**src/rtl/jt7759_seq_pkg.sv**
```systemverilog
// jt7759_seq_pkg
// Shared definitions for the JT7759 phrase sequencer: the FSM state type and
// the fixed tick counts used by the top level.
package jt7759_seq_pkg;

  typedef enum logic [2:0] {
    ST_IDLE,
    ST_LOAD,
    ST_START,
    ST_WAITB,
    ST_PLAY,
    ST_GAP,
    ST_STOP
  } state_t;

  localparam int STOP_TICKS = 4;   // cen ticks snd_rst is held high on a stop
  localparam int GAP_TICKS  = 1;   // cen ticks between busyn rising and the next pop
  localparam int TMO_TICKS  = 255; // cen ticks WAITB waits for busyn low

endpackage

```
**src/rtl/jt7759_seq_fifo.sv**
```systemverilog
// jt7759_seq_fifo
// Synchronous first-word-fall-through FIFO holding queued phrase numbers.
// Ports:
//   clk, rst     clock, asynchronous active-high reset
//   push, din    write request and data; dropped (ovf pulse) when full
//                unless a pop happens in the same cycle
//   pop          read request; dout always shows the head entry
//   flush        empties the queue; wins over a simultaneous push
//   dout         head entry
//   level        number of stored entries (0..DEPTH)
//   full         level == DEPTH
//   ovf          registered one-cycle pulse for a dropped push
module jt7759_seq_fifo #(
  parameter int DEPTH = 4,
  parameter int W     = 8
) (
  input  logic                     clk,
  input  logic                     rst,
  input  logic                     push,
  input  logic [W-1:0]             din,
  input  logic                     pop,
  input  logic                     flush,
  output logic [W-1:0]             dout,
  output logic [$clog2(DEPTH):0]   level,
  output logic                     full,
  output logic                     ovf
);

  localparam int AW = $clog2(DEPTH);
  localparam int LW = AW + 1;

  logic [W-1:0]  mem [DEPTH];
  logic [AW-1:0] wr_ptr;
  logic [AW-1:0] rd_ptr;
  logic          do_push;
  logic          do_pop;

  assign full    = (level == LW'(DEPTH));
  assign do_pop  = pop && (level != '0) && !flush;
  // A pop frees a slot in the same cycle, so a push while full still fits.
  assign do_push = push && !flush && (!full || do_pop);
  assign dout    = mem[rd_ptr];

  // NOTE: sequential state uses non-blocking assignments so every register
  // samples the pre-edge values, independent of statement order.
  always_ff @(posedge clk or posedge rst) begin
    if (rst) begin
      wr_ptr <= '0;
      rd_ptr <= '0;
      level  <= '0;
      ovf    <= 1'b0;
    end else begin
      ovf <= push && !flush && full && !do_pop;
      if (flush) begin
        wr_ptr <= '0;
        rd_ptr <= '0;
        level  <= '0;
      end else begin
        if (do_push) wr_ptr <= wr_ptr + 1'b1;
        if (do_pop)  rd_ptr <= rd_ptr + 1'b1;
        unique case ({do_push, do_pop})
          2'b10:   level <= level + 1'b1;
          2'b01:   level <= level - 1'b1;
          default: ;
        endcase
      end
    end
  end

  // NOTE: the storage array has no reset; entries are only read after being
  // written, and leaving it unreset lets it map onto plain RAM/flops.
  always_ff @(posedge clk) begin
    if (do_push) mem[wr_ptr] <= din;
  end

endmodule

```
**src/rtl/jt7759_seq.sv**
```systemverilog
// jt7759_seq
// Phrase sequencer for the JT7759 ADPCM decoder in stand-alone mode. Play
// requests from the sound CPU are queued and started one at a time, each
// after the decoder reports the previous phrase finished via busyn.
// Ports:
//   clk, rst            sound CPU clock, asynchronous active-high reset
//   cen                 640 kHz clock enable shared with the decoder
//   req_we, req_phrase  push a phrase number into the queue
//   req_stop            abort playback and flush the queue
//   q_level             queued entries
//   ovf                 pulse when a push is dropped (queue full)
//   active              FSM not idle
//   err                 sticky busy-timeout flag
//   snd_rst/stn/cs/mdn/din  decoder chip interface, snd_busyn from decoder
// Optional feature: define JT7759_SEQ_TIMEOUT_EN to build the WAITB timeout
// and the err flag; otherwise WAITB waits forever and err is 0.
module jt7759_seq
  import jt7759_seq_pkg::*;
#(
  parameter int DEPTH = 4,
  parameter int STW   = 2
) (
  input  logic                   clk,
  input  logic                   rst,
  input  logic                   cen,
  input  logic                   req_we,
  input  logic [7:0]             req_phrase,
  input  logic                   req_stop,
  output logic [$clog2(DEPTH):0] q_level,
  output logic                   ovf,
  output logic                   active,
  output logic                   err,
  output logic                   snd_rst,
  output logic                   snd_stn,
  output logic                   snd_cs,
  output logic                   snd_mdn,
  output logic [7:0]             snd_din,
  input  logic                   snd_busyn
);

  localparam int CNT_MAX = (STW > STOP_TICKS) ? STW : STOP_TICKS;
  localparam int CW      = $clog2(CNT_MAX + 1);

  state_t        state;
  logic [CW-1:0] cnt;
  logic [7:0]    fifo_dout;
  logic          pop;

  // Stop has priority over everything, including the pop from IDLE.
  assign pop     = cen && !req_stop && (state == ST_IDLE) && (q_level != '0);
  assign snd_mdn = 1'b1;

`ifdef JT7759_SEQ_TIMEOUT_EN
  logic       fifo_full;
`endif

  jt7759_seq_fifo #(
    .DEPTH (DEPTH),
    .W     (8)
  ) u_fifo (
    .clk   (clk),
    .rst   (rst),
    .push  (req_we),
    .din   (req_phrase),
    .pop   (pop),
    .flush (req_stop),
    .dout  (fifo_dout),
    .level (q_level),
`ifdef JT7759_SEQ_TIMEOUT_EN
    .full  (fifo_full),
`else
    .full  (),
`endif
    .ovf   (ovf)
  );

`ifdef JT7759_SEQ_TIMEOUT_EN
  logic [7:0] tmo_cnt;
  logic       push_ok;
  logic       tmo_hit;

  assign push_ok = req_we && !req_stop && (!fifo_full || pop);
  assign tmo_hit = cen && (state == ST_WAITB) && snd_busyn &&
                   (tmo_cnt == 8'(TMO_TICKS - 1));

  always_ff @(posedge clk or posedge rst) begin
    if (rst) begin
      tmo_cnt <= '0;
      err     <= 1'b0;
    end else begin
      if (state != ST_WAITB || req_stop) tmo_cnt <= '0;
      else if (cen)                      tmo_cnt <= tmo_cnt + 1'b1;
      if (tmo_hit && !req_stop) err <= 1'b1;
      else if (push_ok)         err <= 1'b0;
    end
  end
`else
  assign err = 1'b0;
`endif

  always_ff @(posedge clk or posedge rst) begin
    if (rst) begin
      state   <= ST_IDLE;
      cnt     <= '0;
      active  <= 1'b0;
      snd_rst <= 1'b1;
      snd_stn <= 1'b1;
      snd_cs  <= 1'b0;
      snd_din <= '0;
    end else begin
      // Decoder reset is only asserted while stopping; this also releases
      // it on the first edge after the sequencer reset goes away.
      snd_rst <= (state == ST_STOP);
      if (req_stop) begin
        state   <= ST_STOP;
        cnt     <= '0;
        active  <= 1'b1;
        snd_rst <= 1'b1;
        snd_stn <= 1'b1;
        snd_cs  <= 1'b0;
      end else if (cen) begin
        unique case (state)
          ST_IDLE: begin
            if (q_level != '0) begin
              snd_din <= fifo_dout;
              snd_cs  <= 1'b1;
              active  <= 1'b1;
              state   <= ST_LOAD;
            end
          end
          ST_LOAD: begin
            snd_stn <= 1'b0;
            cnt     <= '0;
            state   <= ST_START;
          end
          ST_START: begin
            if (cnt == CW'(STW - 1)) begin
              snd_stn <= 1'b1;
              state   <= ST_WAITB;
            end else begin
              cnt <= cnt + 1'b1;
            end
          end
          ST_WAITB: begin
            if (!snd_busyn) state <= ST_PLAY;
`ifdef JT7759_SEQ_TIMEOUT_EN
            else if (tmo_hit) begin
              cnt   <= '0;
              state <= ST_GAP;
            end
`endif
          end
          ST_PLAY: begin
            if (snd_busyn) begin
              cnt   <= '0;
              state <= ST_GAP;
            end
          end
          ST_GAP: begin
            if (cnt == CW'(GAP_TICKS - 1)) begin
              snd_cs <= 1'b0;
              active <= 1'b0;
              state  <= ST_IDLE;
            end else begin
              cnt <= cnt + 1'b1;
            end
          end
          ST_STOP: begin
            if (cnt == CW'(STOP_TICKS - 1)) begin
              snd_rst <= 1'b0;
              active  <= 1'b0;
              state   <= ST_IDLE;
            end else begin
              cnt     <= cnt + 1'b1;
              snd_rst <= 1'b1;
            end
          end
          default: state <= ST_IDLE;
        endcase
      end
    end
  end

endmodule

```
**config.mk**
```make
export PLATFORM = sky130hd
export DESIGN_NAME = jt7759_seq
export DESIGN_NICKNAME = d
export VERILOG_FILES = /design/src/rtl/jt7759_seq_pkg.sv /design/src/rtl/jt7759_seq_fifo.sv /design/src/rtl/jt7759_seq.sv
export SDC_FILE = /design/constraint.sdc
export NUM_CORES = 1
export LEC_CHECK = 0
export ABC_CLOCK_PERIOD_IN_PS = 6800
export CORE_AREA = 2 2 75 77
export DETAILED_ROUTE_END_ITERATION = 6
export DIE_AREA = 0 0 77 79
export PLACE_DENSITY = 0.88
export SLEW_MARGIN = 20
export SYNTH_ARGS = -nofsm -noshare
export SYNTH_HDL_FRONTEND = slang
export SYNTH_SLANG_ARGS = --single-unit
```
**constraint.sdc**
```tcl
create_clock -name clk -period 6.8 [get_ports clk]
set_input_delay 0.68 -clock clk [delete_from_list [all_inputs] [get_ports clk]]
set_output_delay 0.68 -clock clk [all_outputs]
set_load 0.1 [all_outputs]
```
After elaboration in Yosys (flattened, before gate mapping)
Memories as Yosys holds them, arrays and structs flattened. A register that Yosys moved wholly into a read port is not among the register bits.
Index checks and enable logic that the tools add are counted.
{ "word_totals": {"output_inout_bits": 18, "mem_bits_rw": 32, "register_bits": 18, "word_cells": 108, "n_memories": 1} }
{ "mem_list": {"columns": ["name", "words", "width", "read_ports", "rd_clocked_by_memory_dff", "write_ports", "line_no", "text"], "rows": [
  ["u_fifo.mem", 4, 8, 1, 1, 1, "jt7759_seq_fifo.sv:32", "logic [W-1:0] mem [DEPTH];"]
]} }
{ "op_classes": {"n_reduce_logical": 30, "addsub": 5, "bitwise_logic": 1, "eq_ne": 20, "n_mux": 41} }
{ "ops": {"columns": ["operator", "count"], "rows": [
  ["two-way mux 3 bit", 15],
  ["!= test 3 bit (second input constant)", 7],
  ["one-hot mux 3 bit (7 select lines)", 1],
  ["two-way mux 1 bit", 16],
  ["one-hot mux 3 bit (5 select lines)", 1],
  ["== test 3 bit (second input constant)", 4],
  ["nonzero test 3 bit", 4],
  ["== test 3 x 2 -> 1 bit (second input constant)", 3],
  ["logical AND 1 bit", 9],
  ["two-way mux 2 bit", 4],
  ["AND reduction 4 bit", 2],
  ["AND reduction 7 bit", 1],
  ["adder 3 x 1 -> 3 bit (second input constant)", 2],
  ["== test 3 x 1 -> 1 bit (second input constant)", 2],
  ["zero test 3 bit", 2],
  ["!= test 3 x 2 -> 1 bit (second input constant)", 2],
  ["one-hot mux 3 bit (2 select lines)", 1],
  ["AND reduction 6 bit", 1],
  ["nonzero test 2 bit", 3],
  ["nonzero test 6 bit", 1],
  ["AND reduction 5 bit", 1],
  ["adder 2 x 1 -> 2 bit (second input constant)", 2],
  ["one-hot mux 1 bit (2 select lines)", 2],
  ["nonzero test 4 bit", 1],
  ["other kinds (8)", 10]
]} }

Logic depth before layout (Yosys ltp)
Gate-level depths: netlist (run 1).
{ "depth": {"depth_word": 11, "depth_mapped": 9} }

Cells and area by module
Synthesis (run 1) repeated with hierarchy kept, for this count alone.
{ "hier_totals": {"hier_cells": 207, "hier_area_um2": 2845.2} }
{ "by_module_without_submodules": {"columns": ["module", "area_each_um2", "seq_area_each_um2", "instances", "cells_each"], "rows": [
  ["jt7759_seq_fifo", 1749.2, 1161.1, 1, 103],
  ["jt7759_seq", 1096.1, 452.9, 1, 104]
]} }

Least setup slack after synthesis (run 1)
OpenSTA, ideal clock, no wires.
{ "synth_path": {"kind": "reg-to-reg", "startpoint": "register u_fifo.level[2]", "endpoint": "register u_fifo.level[2]", "stages_incl_launch_ff": 10, "period_less_slack_ps": 2812, "path_buffers": 2, "setup_slack_ps": 3988, "required_ps": 6663, "arrival_time_ps": 2675, "path_cell_list": "dfrtp_1 -> buf_4 -> or3_1 -> clkbuf_1 -> nand2_2 -> nor3_1 -> fa_1 -> or3_1 -> nand3_1 -> a31oi_1"} }
{ "synth_via": {"elab_chain_cells": 9} }
{ "synth_lines": {"columns": ["item", "line_no", "text"], "rows": [
  ["start, declared", "jt7759_seq_fifo.sv:24", "output logic [$clog2(DEPTH):0] level,"],
  ["start signal, assigned", "jt7759_seq_fifo.sv:62", "2'b10: level <= level + 1'b1;"],
  ["start signal, assigned", "jt7759_seq_fifo.sv:63", "2'b01: level <= level - 1'b1;"],
  ["nonzero test 3 bit", "jt7759_seq_fifo.sv:39, jt7759_seq.sv:50", null],
  ["logical AND 1 bit", "jt7759_seq.sv:50", "assign pop = cen && !req_stop && (state == ST_IDLE) && (q_level != '0);"],
  ["logical AND 1 bit (2 in series)", "jt7759_seq_fifo.sv:39", "assign do_pop = pop && (level != '0) && !flush;"],
  ["logical OR 1 bit", "jt7759_seq_fifo.sv:41", "assign do_push = push && !flush && (!full || do_pop);"],
  ["logical AND 1 bit", "jt7759_seq_fifo.sv:41", null],
  ["== test 2 x 1 -> 1 bit or == test 2 bit (tied branches)", "jt7759_seq_fifo.sv:61", "unique case ({do_push, do_pop})"],
  ["one-hot mux 3 bit (2 select lines)", "jt7759_seq_fifo.sv:61", null],
  ["two-way mux 3 bit", "jt7759_seq_fifo.sv:54", "if (flush) begin"]
]} }
Several ways; a longest one is shown, not always the timed one.
A chain may end at the register's enable or synchronous reset.

Worst setup path after layout (run 1)
{ "layout_path": {"startpoint": "register u_fifo.level[2]", "endpoint": "output q_level[2]"} }
{ "layout_rtl": {"columns": ["item", "line_no", "text"], "rows": [
  ["end, declared", "jt7759_seq.sv:29", "output logic [$clog2(DEPTH):0] q_level,"]
]} }
No word-level cell between the ends.

==> results of run 1 <==
==> power groups by stage <==
stage               clock (µW)  combinational (µW)  sequential, µW
floorplan                    0                 131             469
global placement             0                 198             441
detailed placement           0                 203             443
CTS                        298                 205             437
global route               313                 226             442
finish                     293                 206             438
==> how the worst max path moves through the flow <==
stage,startpoint,to,slack (ps),cells after the start
after floorplan,u_fifo.level[2],u_fifo.level[2],3990,9
after global placement,cen,u_fifo.level[1],3850,7
after detailed placement,cen,u_fifo.level[1],3780,7
after CTS,u_fifo.level[2],q_level[2],3980,1
after global routing,u_fifo.level[2],q_level[2],3940,1
final,u_fifo.level[2],q_level[2],3980,1
==> layout by cell type (no fill, tap or decap), types with 2 or more instances in the layout <==
master / n
nand3b_1: 2
ha_1: 8
o22ai_1: 2
inv_1: 8
or3_1: 3
o21ai_1: 2
nand3_1: 6
nor3_1: 2
edfxtp_1: 32
clkinv_2: 3
and2_1: 6
mux2_2: 8
xor2_1: 3
a211oi_1: 2
a21oi_1: 7
dfrtp_1: 24
o21ai_0: 5
a31oi_1: 2
nor2_1: 9
mux4_2: 8
dfstp_2: 2
a41oi_1: 2
nand2b_1: 6
mux2i_1: 4
xnor2_1: 2
nand2_1: 11
conb_1: 2
clkbuf_8: 9
clkdlybuf4s50_1: 29
==> flip-flops by register name (all words and copies together), names as in the netlist <==
signal         flops
active             1
cnt                3
snd_cs             1
snd_din            8
snd_rst            1
snd_stn            1
state              3
u_fifo.level       3
u_fifo.mem        32
u_fifo.ovf         1
u_fifo.rd_ptr      2
u_fifo.wr_ptr      2
==> kinds of logic (layout without fill, tap and decap cells) <==
group / Yosys count / in the layout / share of synthesized area (%)
adder cells (fa/ha/maj): 9 / 9 / 4.25
AND/OR/NAND/NOR: 57 / 57 / 12.7
AO/OA/AOI/OAI: 35 / 35 / 8.85
XOR/XNOR: 5 / 5 / 1.55
flip-flops: 58 / 58 / 57.1
other: 2 / 2 / 0.266
multiplexers: 20 / 20 / 11.0
buffers and inverters: 25 / 54 / 4.34
==> through the flow <==
| step | worst slack [ps] | utilization [%] | area [µm²] | cells | power (µW) |
|---|---|---|---|---|---|
| final | 3980 | 61.9 | 3300 | 312 | 938 |
| after floorplan | 3990 | - | 2830 | 211 | 600 |
| after global placement | 3850 | 58.4 | 3120 | 296 | 639 |
| after CTS | 3980 | 61.9 | 3300 | 312 | 940 |
| after detailed placement | 3780 | 58.4 | 3120 | 296 | 646 |
| after global routing | 3940 | 61.9 | 3300 | 312 | 981 |
==> layer usage <==
layer / vias to the layer above / track usage, %
li1: 835 / -
met3: 11 / 2.95
met4: 0 / 12.3
met5: - / 0
met1: 887 / 24.9
met2: 49 / 28.8
==> cell type report <==
cell class / instances / area [µm²] / share of cell area [%]
Inverter: 9 / 33.8 / 1.02
Sequential cell: 58 / 1610 / 48.9
Tap cell: 72 / 90.1 / 2.73
Multi-Input combinational cell: 128 / 1090 / 33.0
Clock inverter: 6 / 57.6 / 1.74
Timing Repair Buffer: 29 / 290 / 8.79
Clock buffer: 10 / 128 / 3.86
==> qor.txt, run 1 <==
Fin. Hold Viols - 0
GRT overflow - 0
Postcts setup bufs - 0
Reg-to-Reg End - u_fifo.level[2]
Top_reg_cell synth - edfxtp_1
Worst-path cell chain - clkdlybuf4s50_1
Port bufs - 29
Post-synthesis sequential area ratio - 57.1%
Metal3 WL - 224 µm
Post-synth top cells - 32 x edfxtp_1, 24 x dfrtp_1, 11 x nand2_1
Metal2 WL - 2430 µm
Worst Hold Depth - 1
Nets - 258
Routed WL per cell - 16.4 µm
RSZ-0062 raised after global routing - no
CP Capture Type - primary output
Status - completed
Req. time, crit path - 6120 ps
Final period utilization - 41.5%
Min cycle time layout - 2820 ps
Relative max-transition margin - 34.8%
Critical path buffers and inverters - 1
Max Slew Vio Count - 0
Worst path max stage delay - 1220 ps
Routed vias/inst - 5.71
Worst-case clock buffer depth - 2
Highest Signal Layer - met4
Top-count cell post-synth - edfxtp_1
Crit path DAT - 2140 ps
Mapped cell area - 2830 µm²
Pwr/cell area - 284 nW/µm²
Synthesized instance count - 211
Area growth from synthesis to layout - 16.9%
FMAX - 355 MHz
Post-route DRC - 0
Sw power - 299 µW
Netlist cell types - 57
Reg-to-reg critical path startpoint - u_fifo.level[2]
Antenna violations before repair - 0
Average size of a mapped cell - 13.4 µm²
Clk network pwr share - 31.3%
# H-tree levels - 3
FF-to-FF setup slack - 4330 ps
# fillers - 422
Die width - 77 µm
Setup_tns - 0 ps
Final HPWL DP - 3310 µm
R2r worst-path depth - 7
Antenna diodes - 0
Synthesis Warnings - 0
Peak VDD IR - 0.000114 V
Fraction of registers with async set/reset - 44.8%
CTS resizes - 0
Worst-Margin Slew - 975 ps
Std-Cell Rows - 27
Synth Net Count - 234
EDFF count, synth - 32
Clock Sinks - 58
First drt pass iteration count - 4
# hold bufs at CTS - 0
Ports - 32
Critical Path Slowest Stage Cell - clkdlybuf4s50_1
HP Class - reg2reg
Total GRT Usage - 18.7%
Skew final - 4.78 ps
Setup Viol. Count Final - 0
Vias in the first global route - 1,738
Static leakage - 0.00125 µW
Worst skew pair latency - 330 ps
Max-Cap Viols - 0
Post-route ant nets - 0
Critical Path Start Type - flop
Post-synth top area cell - edfxtp_1
Routed WL - 5120 µm
Largest net degree at the start of global routing - 27
FF+latch count, synth - 58
Top cell type's share of synthesized area - 34.0%
Hold Crit Start - snd_din[3]
WHS Endpoint - snd_din[3]
Sw Ratio - 31.9%
Met1 WL - 2370 µm
Initial Util - 53.0%
Flop pwr share - 46.7%
Worst-path maximum fanout - 10
Comb power frac - 22.0%
Placer Congestion - 0.833
Die area - 6080 µm²
Layout cell share with drive strength beyond 1 - 16.7%
Core area - 5340 µm²
Num CTS Buffers - 9
Die H - 79 µm
Via count - 1,782
WS Path Type - reg2out
Synth top area cells - edfxtp_1 34%, dfrtp_1 21%, mux4_2 6.4%
CTS clk-pin slew, worst paths - 60 ps
First-pass GRT wire length - 8540 µm
Clock root cell - clkbuf_8
Cell family with most CP delay - buffers and inverters
Hold slack - 504 ps
TritonCTS clock tree - yes
First DRT Iteration DRCs - 193
Pint - 639 µW
No activity file was read; power rests on OpenSTA's default activity.
==> run 2, diff against run 1 <==
- ABC_CLOCK_PERIOD_IN_PS: 6800 -> 2600
- clock period: 6.8 -> 2.6 ns (I/O delays scaled with it)
==> run 2 against run 1 <==
Non-clock buffer count is 11 higher. Wire length up 12%. Via count up 3.6%. Sequential power grew 150%. Setup slack got worse by 3800 ps. Largest power group unchanged. Highest routed layer unchanged.
==> qor.txt, run 2 (synthesized netlist as in run 1, its figures left out) <==
Max reg flops - 32
Final Non-Filler Cells - 323
Peak VDD IR - 0.000401 V
Postcts setup bufs - 0
Via count - 1,846
Worst-Margin Slew - 620 ps
RSZ-0062 raised after global routing - no
Max-Cap Viols - 0
Setup Viol. Count Final - 0
Min cycle time layout - 2410 ps
Multi-input gate area - 1090 µm²
Largest Register - u_fifo.mem
Initial Util - 53.0%
Die width - 77 µm
First drt pass iteration count - 5
Critical Path Start Type - flop
Critical Path Slowest Stage Cell - dfrtp_4
Pwr/cell area - 753 nW/µm²
Metal3 WL - 384 µm
Clock Sinks - 58
Commonest non-fill, non-tap cell in the layout - edfxtp_1
Placed cell count - 307
Port bufs - 29
Cell family with most CP delay - simple AND/OR/NAND/NOR gates
# H-tree levels - 3
Final period utilization - 92.9%
Fin. Hold Viols - 0
CP Capture Type - flop
Die area - 6080 µm²
Crit path DAT - 2640 ps
Post-route DRC - 0
Nets - 269
WS Path Type - reg2reg
HP Class - in2async
# fillers - 401
Area growth from synthesis to layout - 18.9%
Post-route ant nets - 0
Critical path buffers and inverters - 0
First-pass GRT wire length - 9520 µm
# hold bufs at CTS - 0
Antenna diodes - 0
Routed WL - 5760 µm
Core area - 5340 µm²
First DRT Iteration DRCs - 220
Relative max-transition margin - 58.3%
Storage element area - 1620 µm²
Status - completed
Metal2 WL - 2580 µm
Std-Cell Rows - 27
CP most frequent cell - or3_1
Placer Congestion - 0.888
Worst path max stage delay - 540 ps
Hold slack - 182 ps
Routed WL per cell - 17.8 µm
Biggest regs - u_fifo.mem (32), snd_din (8)
GRT overflow - 0
Total GRT Usage - 21.0%
Num CTS Buffers - 9
CTS resizes - 0
FMAX - 414 MHz
Setup_tns - 0 ps
Worst-path maximum fanout - 10
Final HPWL DP - 3980 µm
Tot Pwr - 2530 µW
Critical path startpoint - u_fifo.level[2]
Routed vias/inst - 5.72
Worst-path cell chain - or3_1 -> nand2_2 -> nor3_1 -> fa_1 -> or3_1 -> nand3_1 -> a31oi_1
Skew final - 9.97 ps
Max Slew Vio Count - 0
Layout cell share with drive strength beyond 1 - 27.9%
Largest net degree at the start of global routing - 19
Final core utilization - 63.0%
Static leakage - 0.00132 µW
CTS clk-pin slew, worst paths - 70 ps
Met1 WL - 2690 µm
Most frequent cells in the layout - 32 x edfxtp_1, 27 x buf_4, 21 x dfrtp_1, 13 x clkdlybuf4s50_1, 11 x nand2_1
Worst-case clock buffer depth - 2
Vias in the first global route - 1,833
Highest Signal Layer - met4
Req. time, crit path - 2820 ps
Clock root cell - clkbuf_8
TritonCTS clock tree - yes
Ports - 32
Reg-to-reg critical path startpoint - u_fifo.level[2]
Die H - 79 µm
Worst skew pair latency - 350 ps
Antenna violations before repair - 0
run 2: cell types whose count changed in the layout (fill, tap and decap cells not counted), sizes merged:
| cell | change |
|---|---|
| buf | +27 |
| clkbuf | +1 |
| clkinv | -1 |
| clkdlybuf4s50 | -16 |
run 2: where the power goes:
group | switching, µW | total [µW] | internal, µW
registers | 52.8 | 1090 | 1040
clock network | 358 | 822 | 465
logic | 403 | 615 | 211
run 2: area by class of cell:
| type | instances | share of cell area [%] |
|---|---|---|
| Clock inverter | 5 | 1.60 |
| Inverter | 9 | 1.00 |
| Clock buffer | 11 | 4.21 |
| Timing Repair Buffer | 40 | 9.90 |
| Multi-Input combinational cell | 128 | 32.4 |
| Tap cell | 72 | 2.68 |
| Sequential cell | 58 | 48.2 |
run 2: worst paths after layout:
| check | endpoint | slack [ps] | cells past startpoint |
|---|---|---|---|
| max | u_fifo.level[2] | 190 | 7 |
| min | state[0] | 180 | 2 |
| max reg2reg | u_fifo.level[2] | 190 | 7 |
| min reg2reg | snd_din[5] | 510 | 1 |
| max in group asynchronous | snd_stn | 1840 | 3 |
| min in group clk | snd_din[5] | 510 | 1 |
run 2: layer usage:
layer,track usage [%],vias up
met5,0,-
met4,9.11,0
met3,6.93,16
met2,29.8,78
met1,29.8,898
li1,-,854
run 2: per-stage QoR:
stage               cell area (µm²)  setup slack [ps]
global route                   3360               107
finish                         3360               185
detailed placement             3170               215
global placement               3170               287
CTS                            3360               199
floorplan                      2830              19.2
